## config.mk

```make
export PLATFORM = sky130hd
export DESIGN_NAME = ps2_key_tracker
export DESIGN_NICKNAME = d
export VERILOG_FILES = /design/src/rtl/ps2_pkg.sv /design/src/rtl/ps2_prefix_timer.sv /design/src/rtl/ps2_key_tracker.sv
export SDC_FILE = /design/constraint.sdc
export NUM_CORES = 1
export LEC_CHECK = 0
export CELL_PAD_IN_SITES_DETAIL_PLACEMENT = 2
export CELL_PAD_IN_SITES_GLOBAL_PLACEMENT = 2
export CORE_MARGIN = 1.5
export CORE_UTILIZATION = 26
export CTS_CLUSTER_DIAMETER = 120
export DETAILED_ROUTE_END_ITERATION = 10
export PLACE_DENSITY_LB_ADDON = 0.05
export SLEW_MARGIN = 10
export SYNTH_ARGS = -nofsm -noshare
export SYNTH_HDL_FRONTEND = slang
export SYNTH_SLANG_ARGS = --single-unit
```

## constraint.sdc

```tcl
create_clock -name clk -period 2.74 [get_ports clk]
set_input_delay 0.548 -clock clk [delete_from_list [all_inputs] [get_ports clk]]
set_output_delay 0.548 -clock clk [all_outputs]
set_load 0.05 [all_outputs]
```

## src/rtl/ps2_pkg.sv

```systemverilog
// Shared scan-code constants, state encoding and byte classifiers
// for the PS/2 Set 2 key tracker.
package ps2_pkg;

   typedef enum logic [2:0] {
      ST_IDLE,
      ST_EXT,
      ST_BRK,
      ST_EXT_BRK,
      ST_SKIP
   } ps2_state_t;

   localparam logic [7:0] B_E0 = 8'hE0;
   localparam logic [7:0] B_F0 = 8'hF0;
   localparam logic [7:0] B_E1 = 8'hE1;

   localparam logic [7:0] B_FAKE_LSH = 8'h12;
   localparam logic [7:0] B_FAKE_RSH = 8'h59;

   // {ext,code} indices the arrow/Z decoder watches
   localparam logic [8:0] K_UP    = 9'h175;
   localparam logic [8:0] K_DOWN  = 9'h172;
   localparam logic [8:0] K_LEFT  = 9'h16B;
   localparam logic [8:0] K_RIGHT = 9'h174;
   localparam logic [8:0] K_Z     = 9'h01A;

   function automatic logic is_status(input logic [7:0] b);
      return (b == 8'hAA) || (b == 8'hFA) || (b == 8'hEE) ||
             (b == 8'hFE) || (b == 8'h00) || (b == 8'hFF);
   endfunction

   function automatic logic is_fake(input logic [7:0] b);
      return (b == B_FAKE_LSH) || (b == B_FAKE_RSH);
   endfunction

endpackage

```

## src/rtl/ps2_prefix_timer.sv

```systemverilog
// Idle counter for pending prefix states; clears on any byte and
// pulses o_expire on the last idle cycle so the FSM can drop the prefix.
module ps2_prefix_timer #(
   parameter int TIMEOUT_CYCLES = 2_000_000
) (
   input  logic clk,
   input  logic rst,
   input  logic i_active,
   input  logic i_byte,
   output logic o_expire
);

   localparam int W = (TIMEOUT_CYCLES > 1) ? $clog2(TIMEOUT_CYCLES) : 1;
   localparam logic [W-1:0] LAST = W'(TIMEOUT_CYCLES - 1);

   logic [W-1:0] r_cnt;

   assign o_expire = i_active && !i_byte && (r_cnt == LAST);

   always_ff @(posedge clk) begin
      if (rst || !i_active || i_byte || o_expire) begin
         r_cnt <= '0;
      end else begin
         r_cnt <= r_cnt + 1'b1;
      end
   end

endmodule

```

## src/rtl/ps2_key_tracker.sv

```systemverilog
// Turns the Set 2 scan-code byte stream into a held-key map plus a
// one-cycle change strobe carrying the {ext,code} of the event.
module ps2_key_tracker
   import ps2_pkg::*;
#(
   parameter int TIMEOUT_CYCLES   = 2_000_000,
   parameter int PAUSE_SKIP_BYTES = 7
) (
   input  logic         clk,
   input  logic         rst,
   input  logic         byte_valid,
   input  logic [7:0]   byte_data,
   output logic [511:0] key_down,
   output logic [8:0]   last_change,
   output logic         been_ready
);

   localparam int SW = $clog2(PAUSE_SKIP_BYTES + 1);
   localparam logic [SW-1:0] SKIP_LOAD = SW'(PAUSE_SKIP_BYTES);

   ps2_state_t     r_state;
   ps2_state_t     w_next;
   logic [SW-1:0]  r_skip;
   logic [SW-1:0]  w_skip_nxt;
   logic [511:0]   r_key_down;
   logic [8:0]     r_last;
   logic           r_ready;
   logic           w_event;
   logic           w_make;
   logic [8:0]     w_idx;
   logic           w_expire;

   assign key_down    = r_key_down;
   assign last_change = r_last;
   assign been_ready  = r_ready;

   ps2_prefix_timer #(
      .TIMEOUT_CYCLES (TIMEOUT_CYCLES)
   ) u_timer (
      .clk      (clk),
      .rst      (rst),
      .i_active (r_state != ST_IDLE),
      .i_byte   (byte_valid),
      .o_expire (w_expire)
   );

   always_comb begin
      w_next     = r_state;
      w_skip_nxt = r_skip;
      w_event    = 1'b0;
      w_make     = 1'b0;
      w_idx      = {1'b0, byte_data};
      if (w_expire) begin
         w_next = ST_IDLE;
      end else if (byte_valid) begin
         unique case (r_state)
            ST_IDLE: begin
               if (byte_data == B_E0) begin
                  w_next = ST_EXT;
               end else if (byte_data == B_F0) begin
                  w_next = ST_BRK;
               end else if (byte_data == B_E1) begin
                  w_next     = ST_SKIP;
                  w_skip_nxt = SKIP_LOAD;
               end else if (!is_status(byte_data)) begin
                  w_event = 1'b1;
                  w_make  = 1'b1;
               end
            end
            ST_EXT: begin
               if (byte_data == B_F0) begin
                  w_next = ST_EXT_BRK;
               end else if (byte_data == B_E1) begin
                  w_next     = ST_SKIP;
                  w_skip_nxt = SKIP_LOAD;
               end else if (is_fake(byte_data)) begin
                  w_next = ST_IDLE;
               end else if (byte_data != B_E0) begin
                  w_event = 1'b1;
                  w_make  = 1'b1;
                  w_idx   = {1'b1, byte_data};
               end
            end
            ST_BRK: begin
               // E0 after F0 is a reordered extended break
               if (byte_data == B_E0) begin
                  w_next = ST_EXT_BRK;
               end else if (byte_data != B_F0) begin
                  w_event = 1'b1;
               end
            end
            ST_EXT_BRK: begin
               if (is_fake(byte_data)) begin
                  w_next = ST_IDLE;
               end else if (byte_data != B_E0 && byte_data != B_F0) begin
                  w_event = 1'b1;
                  w_idx   = {1'b1, byte_data};
               end
            end
            ST_SKIP: begin
               w_skip_nxt = r_skip - 1'b1;
               if (r_skip == SW'(1)) begin
                  w_next = ST_IDLE;
               end
            end
            default: w_next = ST_IDLE;
         endcase
         if (w_event) begin
            w_next = ST_IDLE;
         end
      end
   end

   always_ff @(posedge clk) begin
      if (rst) begin
         r_state    <= ST_IDLE;
         r_skip     <= '0;
         r_key_down <= '0;
         r_last     <= '0;
         r_ready    <= 1'b0;
      end else begin
         r_state <= w_next;
         r_skip  <= w_skip_nxt;
         r_ready <= w_event;
         if (w_event) begin
            r_key_down[w_idx] <= w_make;
            r_last            <= w_idx;
         end
      end
   end

endmodule

```

==> flow_summary.json, run 1 <==
{
  "timing.slew.headroom_pct": 32.9,
  "area_growth_pct": 53.0,
  "cp-start-kind": "input pin",
  "clk_pin_slew_ps": 60,
  "placed_cells": 4477,
  "clockBufferDepth": 3,
  "pre_cts_ws_ps": -710,
  "syn_inst": 2765,
  "synthDistinctLibCells": 56,
  "ys.flop_type": "dfxtp_1",
  "crit_required_ps": 3260,
  "fin_area_mm2": 0.0338,
  "grt_max_degree": 191,
  "setup_tns_ps": 0,
  "r2r_start": "r_state[2]$_SDFFE_PP0P_",
  "antenna_found_initial": 3,
  "reg2regPathDepth": 8,
  "clock_skew_ps": 19.6,
  "leakage_nw": 11.0,
  "nNetsFinal": 3433,
  "timing.final.ws_setup_ps": 66.8,
  "hold_buffers": 0,
  "layout_min_cycle_time_ps": 2670,
  "drive_above_1_share_pct": 14.2,
  "r2r-end": "key_down[468]$_SDFFE_PP0P_",
  "ys_ff_latch": 549,
  "fin_util_pct": 40.3,
  "hold_depth": 2,
  "ir_drop_mv": 0.346,
  "setup_viol": 0,
  "tightest_slew_ps": 1010,
  "place_congestion": 0.853,
  "htreeDepth": 3,
  "cp-endpoint": "key_down[179]$_SDFFE_PP0P_",
  "slew_viol_final": 0,
  "hold_ws_ps": 271,
  "p_int_mw": 14.0,
  "final_cells": 4602,
  "power_density_mw_per_mm2": 548,
  "cts-root-buf": "clkbuf_16",
  "r2r_setup_slack_ps": 150,
  "first_pass_iters": 5,
  "start_util_pct": 26.3,
  "cts_tree": "yes",
  "p_comb_share_pct": 6.2,
  "fp.dieW_um": 294,
  "grt_pass1_wl_um": 191000,
  "max_cap_viol_count": 0,
  "synth-seq-area-share_pct": 49.8,
  "switching_power_mw": 4.49,
  "num_rows": 106,
  "dp_hpwl_um": 93300,
  "die_h_um": 294,
  "die_area_mm2": 0.0866,
  "crit_type": "input pin to flip-flop",
  "synth_area_mm2": 0.0221,
  "io_buffers": 532,
  "ant_nets": 0,
  "grt_overflow_total": 0,
  "avgSynthCellArea_um2": 7.98,
  "via_per_inst": 5.49,
  "p_seq_share_pct": 43.3,
  "async_flop_share_pct": 0,
  "rsz0062_at_grt": "yes",
  "grt_usage_pct": 29.8,
  "cts_buffers": 67,
  "outcome": "finished clean",
  "critPathMaxFanout": 26,
  "grt_pass1_vias": 27000,
  "wirelength_um": 132000,
  "power.share.switching_pct": 24.3,
  "crit_start": "byte_data[0]",
  "drtIter0Drc": 1450,
  "hold_viol_final": 0,
  "cts.sinks": 549,
  "place_area_mm2": 0.0314,
  "coreArea_mm2": 0.0838,
  "drc_errors": 0,
  "synth_enable_flop_cells": 0,
  "wire_per_inst_um": 28.8,
  "endpoint_kind": "flip-flop",
  "hp-class": "input pin to flip-flop",
  "pin_count": 533,
  "min_period_over_period_pct": 97.6,
  "clock_latency_ps": 610,
  "power_mw": 18.5,
  "power_frac_clock_pct": 50.5,
  "ys_warn_count": 0,
  "fmax_mhz": 374,
  "worst-endpoint-arrival_ps": 3200,
  "syn-num-nets": 2779,
  "num_vias": 25300
}
## kinds of logic (layout without fill, tap and decap cells)
| logic type | count (synthesis) | after routing | synth area share [%] |
|---|---|---|---|
| flip-flops | 549 | 549 | 49.8 |
| XOR/XNOR | 20 | 20 | 0.794 |
| other | 0 | 1 | 0 |
| buffers and inverters | 283 | 985 | 5.31 |
| multiplexers | 15 | 15 | 0.692 |
| adder cells (fa/ha/maj) | 3 | 3 | 0.170 |
| AND/OR/NAND/NOR | 839 | 839 | 18.3 |
| AO/OA/AOI/OAI | 1056 | 1056 | 24.9 |
## sequential cells by signal, summed over array words and instances, names as in the netlist
register	flops
u_timer.r_cnt	21
been_ready	1
last_change	9
r_state	3
key_down	512
r_skip	3
## worst min path at each step
stage               slack (ps)                        from                          to
floorplan                  460      r_skip[2]$_SDFFE_PP0P_      r_skip[2]$_SDFFE_PP0P_
global placement           430  key_down[250]$_SDFFE_PP0P_  key_down[250]$_SDFFE_PP0P_
detailed placement         440  key_down[255]$_SDFFE_PP0P_  key_down[255]$_SDFFE_PP0P_
CTS                        240                         rst  key_down[196]$_SDFFE_PP0P_
global route               260                         rst  key_down[211]$_SDFFE_PP0P_
finish                     270                         rst  key_down[243]$_SDFFE_PP0P_
## Yosys cell counts (5+ instances only)
master | number | area share, %
and3_1 | 9 | 0.26
nor3_1 | 10 | 0.23
a21oi_2 | 8 | 0.32
nand2_1 | 104 | 1.8
nand4_1 | 21 | 0.60
nor2b_1 | 15 | 0.43
buf_1 | 12 | 0.20
xor2_1 | 14 | 0.56
inv_1 | 9 | 0.15
nor2_1 | 135 | 2.3
o21ai_0 | 472 | 11
a21oi_1 | 512 | 12
nand3_1 | 506 | 11
mux2i_1 | 13 | 0.59
nand2b_1 | 9 | 0.26
o31ai_1 | 15 | 0.51
o21ai_1 | 22 | 0.50
xnor2_1 | 6 | 0.24
dfxtp_1 | 549 | 50
buf_2 | 76 | 1.7
a31oi_1 | 5 | 0.14
clkbuf_1 | 181 | 3.1
## layout by cell type (no fill, tap or decap), types with 3 or more instances in the layout
| cell type | Yosys | final |
|---|---|---|
| inv_1 | 9 | 9 |
| nor2_1 | 135 | 117 |
| nand2_1 | 104 | 99 |
| buf_4 | 4 | 233 |
| nand2b_1 | 9 | 9 |
| nor3_1 | 10 | 6 |
| clkbuf_8 | 0 | 18 |
| o21ai_0 | 472 | 470 |
| or2_2 | 4 | 3 |
| nand3_1 | 506 | 505 |
| nand4_1 | 21 | 21 |
| nor3_2 | 0 | 4 |
| xor2_1 | 14 | 14 |
| clkdlybuf4s50_1 | 0 | 530 |
| nor2b_1 | 15 | 14 |
| o31ai_1 | 15 | 15 |
| o21ai_2 | 3 | 6 |
| clkbuf_1 | 181 | 15 |
| and3_1 | 9 | 9 |
| a21oi_1 | 512 | 510 |
| nand2_2 | 1 | 6 |
| and2_1 | 3 | 3 |
| nor2_4 | 0 | 13 |
| ha_1 | 3 | 3 |
| dfxtp_1 | 549 | 549 |
| nor2_2 | 0 | 5 |
| a21oi_2 | 8 | 10 |
| xnor2_1 | 6 | 6 |
| a311oi_1 | 3 | 3 |
| bufinv_16 | 0 | 5 |
| clkinv_2 | 0 | 5 |
| o21ai_1 | 22 | 21 |
| or4_1 | 3 | 3 |
| buf_12 | 0 | 92 |
| or3_1 | 4 | 4 |
| a31oi_1 | 5 | 4 |
| clkbuf_16 | 0 | 71 |
| mux2i_1 | 13 | 13 |
## power groups by stage
stage               sequential (mW)  clock [mW]  combinational, mW
floorplan                      8.22           0              0.477
global placement               8.18           0               1.11
detailed placement             8.18           0               1.12
CTS                            8.00        9.52               1.13
global route                   8.00        9.86               1.19
finish                         8.00        9.34               1.14
## routing by layer
| metal | part of all wire [%] | wire length, µm | global-route usage [%] | up-vias |
|---|---|---|---|---|
| li1 | - | - | - | 11200 |
| met1 | 42 | 55600 | 37.0 | 13100 |
| met2 | 49 | 65200 | 51.6 | 723 |
| met3 | 5.2 | 6920 | 5.30 | 243 |
| met4 | 3.6 | 4830 | 10.5 | 0 |
| met5 | 0 | 0 | 0 | - |
## cell type report
cell class,count,area [µm²]
fill,9218,50100
sequential,549,11000
multi-input combinational,1933,10100
timing repair buffer,858,8930
clock buffer,104,2080
tap,1134,1420
clock inverter,13,199
inverter,10,37.5
antenna,1,2.50
## what timing repair did
item	4_1_cts	5_1_grt
buffers inserted	4	3
gates resized for setup	2	5
endpoints found under the setup margin	11	78
pin swaps	1	4
gates cloned	0	0
## worst max-delay path: stages
cell	delay, ps
clkdlybuf4s50_1	420
or4b_4	580
a2111oi_4	440
nor2_4	170
buf_4	210
buf_12	140
a21oi_4	160
buf_12	220
nand3_1	100
a21oi_1	190
(Power assumes the default switching activity.)
==> inputs of run 2 (changes only) <==
--- a/config.mk
+++ b/config.mk
@@ -8,7 +8,7 @@
 export CELL_PAD_IN_SITES_DETAIL_PLACEMENT = 2
 export CELL_PAD_IN_SITES_GLOBAL_PLACEMENT = 2
 export CORE_MARGIN = 1.5
-export CORE_UTILIZATION = 26
+export CORE_UTILIZATION = 30
 export CTS_CLUSTER_DIAMETER = 120
 export DETAILED_ROUTE_END_ITERATION = 10
 export PLACE_DENSITY_LB_ADDON = 0.05
==> constraint.sdc (replaced) <==
create_clock -name clk -period 3.3 [get_ports clk]
set_input_delay 0.66 -clock clk [delete_from_list [all_inputs] [get_ports clk]]
set_output_delay 0.66 -clock clk [all_outputs]
set_load 0.05 [all_outputs]
==> run 2 against run 1 <==
  * Via count grew 0.18%
  * Sequential power shrank 17%
  * Non-clock buffer count shrank 76
  * Critical path depth grew 1
  * Largest power group unchanged
==> flow_summary.json, run 2 (same netlist as run 1, synthesis figures left out) <==
{
  "outcome": "finished clean",
  "power_mw": 14.9,
  "cts_tree": "yes",
  "wire_per_inst_um": 29.7,
  "fmax_mhz": 335,
  "rsz0062_at_grt": "no",
  "coreArea_mm2": 0.0728,
  "place_congestion": 0.907,
  "post-cts-setup-buffers": 0,
  "hold_viol_final": 0,
  "max_cap_viol_count": 0,
  "power_density_mw_per_mm2": 459,
  "nNetsFinal": 3356,
  "area_growth_pct": 47.7,
  "grt_overflow_total": 0,
  "grt_pass1_wl_um": 186000,
  "die_area_mm2": 0.0752,
  "timing.slew.headroom_pct": 31.0,
  "wirelength_um": 129000,
  "die_h_um": 274,
  "crit_required_ps": 3730,
  "fp.dieW_um": 274,
  "setup_tns_ps": 0,
  "slew_viol_final": 0,
  "setup_viol": 0,
  "power.share.switching_pct": 25.0,
  "grt_max_degree": 201,
  "grt_pass1_vias": 27100,
  "crit_type": "input pin to flip-flop",
  "dp_hpwl_um": 89200,
  "num_vias": 25300,
  "power_frac_clock_pct": 49.4,
  "antenna_found_initial": 4,
  "min_period_over_period_pct": 90.4,
  "hp-class": "input pin to flip-flop",
  "pin_count": 533,
  "final_cells": 4348,
  "num_rows": 99,
  "tightest_slew_ps": 1030,
  "placed_cells": 4233,
  "drc_errors": 0,
  "drtIter0Drc": 1810,
  "htreeDepth": 3,
  "hold_buffers": 0,
  "cts-root-buf": "clkbuf_16",
  "layout_min_cycle_time_ps": 2980,
  "final_cell_mix": "dfxtp_1, clkdlybuf4s50_1, a21oi_1, nand3_1, o21ai_0",
  "cts_resized": 0,
  "endpoint_kind": "flip-flop",
  "pre_cts_ws_ps": -197,
  "cts.sinks": 549,
  "critPathMaxFanout": 13,
  "cts_buffers": 66,
  "timing.final.ws_setup_ps": 316,
  "ant_nets": 0,
  "switching_power_mw": 3.73,
  "clock_skew_ps": 21.2,
  "clockBufferDepth": 3,
  "p_comb_share_pct": 6.1,
  "final_common_cell": "dfxtp_1",
  "p_int_mw": 11.2,
  "leakage_nw": 10.5,
  "via_per_inst": 5.82,
  "drive_above_1_share_pct": 12.1,
  "clock_latency_ps": 620,
  "clk_pin_slew_ps": 60,
  "grt_usage_pct": 33.5,
  "cp-start-kind": "input pin",
  "worst-endpoint-arrival_ps": 3420,
  "largest_reg_flops": 512,
  "io_buffers": 532,
  "first_pass_iters": 5,
  "ir_drop_mv": 0.340,
  "fin_util_pct": 44.7,
  "start_util_pct": 30.3,
  "p_seq_share_pct": 44.5
}
run 2: metrics by stage:
step	hold slack, ps	instance area (µm²)
6_report	432	32600
5_1_grt	466	32600
4_1_cts	428	32600
3_5_place_dp	433	30400
3_3_place_gp	422	30400
2_1_floorplan	462	22100
run 2: worst paths after layout:
path	cells after the start	from	slack [ps]	to
min	2	rst	430	key_down[246]$_SDFFE_PP0P_
min reg2reg	2	key_down[170]$_SDFFE_PP0P_	450	key_down[170]$_SDFFE_PP0P_
max	11	byte_data[3]	320	key_down[218]$_SDFFE_PP0P_
max reg2reg	8	r_state[1]$_SDFFE_PP0P_	500	key_down[423]$_SDFFE_PP0P_
run 2: critical path, cell delays in order:
cell,delay (ps)
clkdlybuf4s50_1,440
buf_4,210
nor3_1,410
nand3_1,230
buf_4,190
nor2_2,230
buf_4,300
o21ai_1,190
buf_12,210
o21ai_0,220
a21oi_1,120
run 2: layer usage:
layer	vias to the layer above	track usage, %	wire length, µm
li1	11000	-	-
met1	13000	40.8	52400
met2	984	55.3	61500
met3	309	7.45	8800
met4	0	16.9	6500
met5	-	0	0
run 2: power groups by stage:
stage	logic, mW	registers (mW)	clock network (mW)
6_report	0.913	6.65	7.39
5_1_grt	0.942	6.64	7.74
4_1_cts	0.895	6.65	7.48
3_5_place_dp	0.892	6.79	0
3_3_place_gp	0.872	6.79	0
2_1_floorplan	0.396	6.83	0
run 2: layout make-up:
| class | instances | area (µm²) |
|---|---|---|
| timing repair buffer | 782 | 8160 |
| fill | 7930 | 40200 |
| tap | 959 | 1200 |
| multi-input combinational | 1933 | 10100 |
| inverter | 10 | 37.5 |
| sequential | 549 | 11000 |
| clock inverter | 24 | 240 |
| antenna | 4 | 10.0 |
| clock buffer | 87 | 1890 |
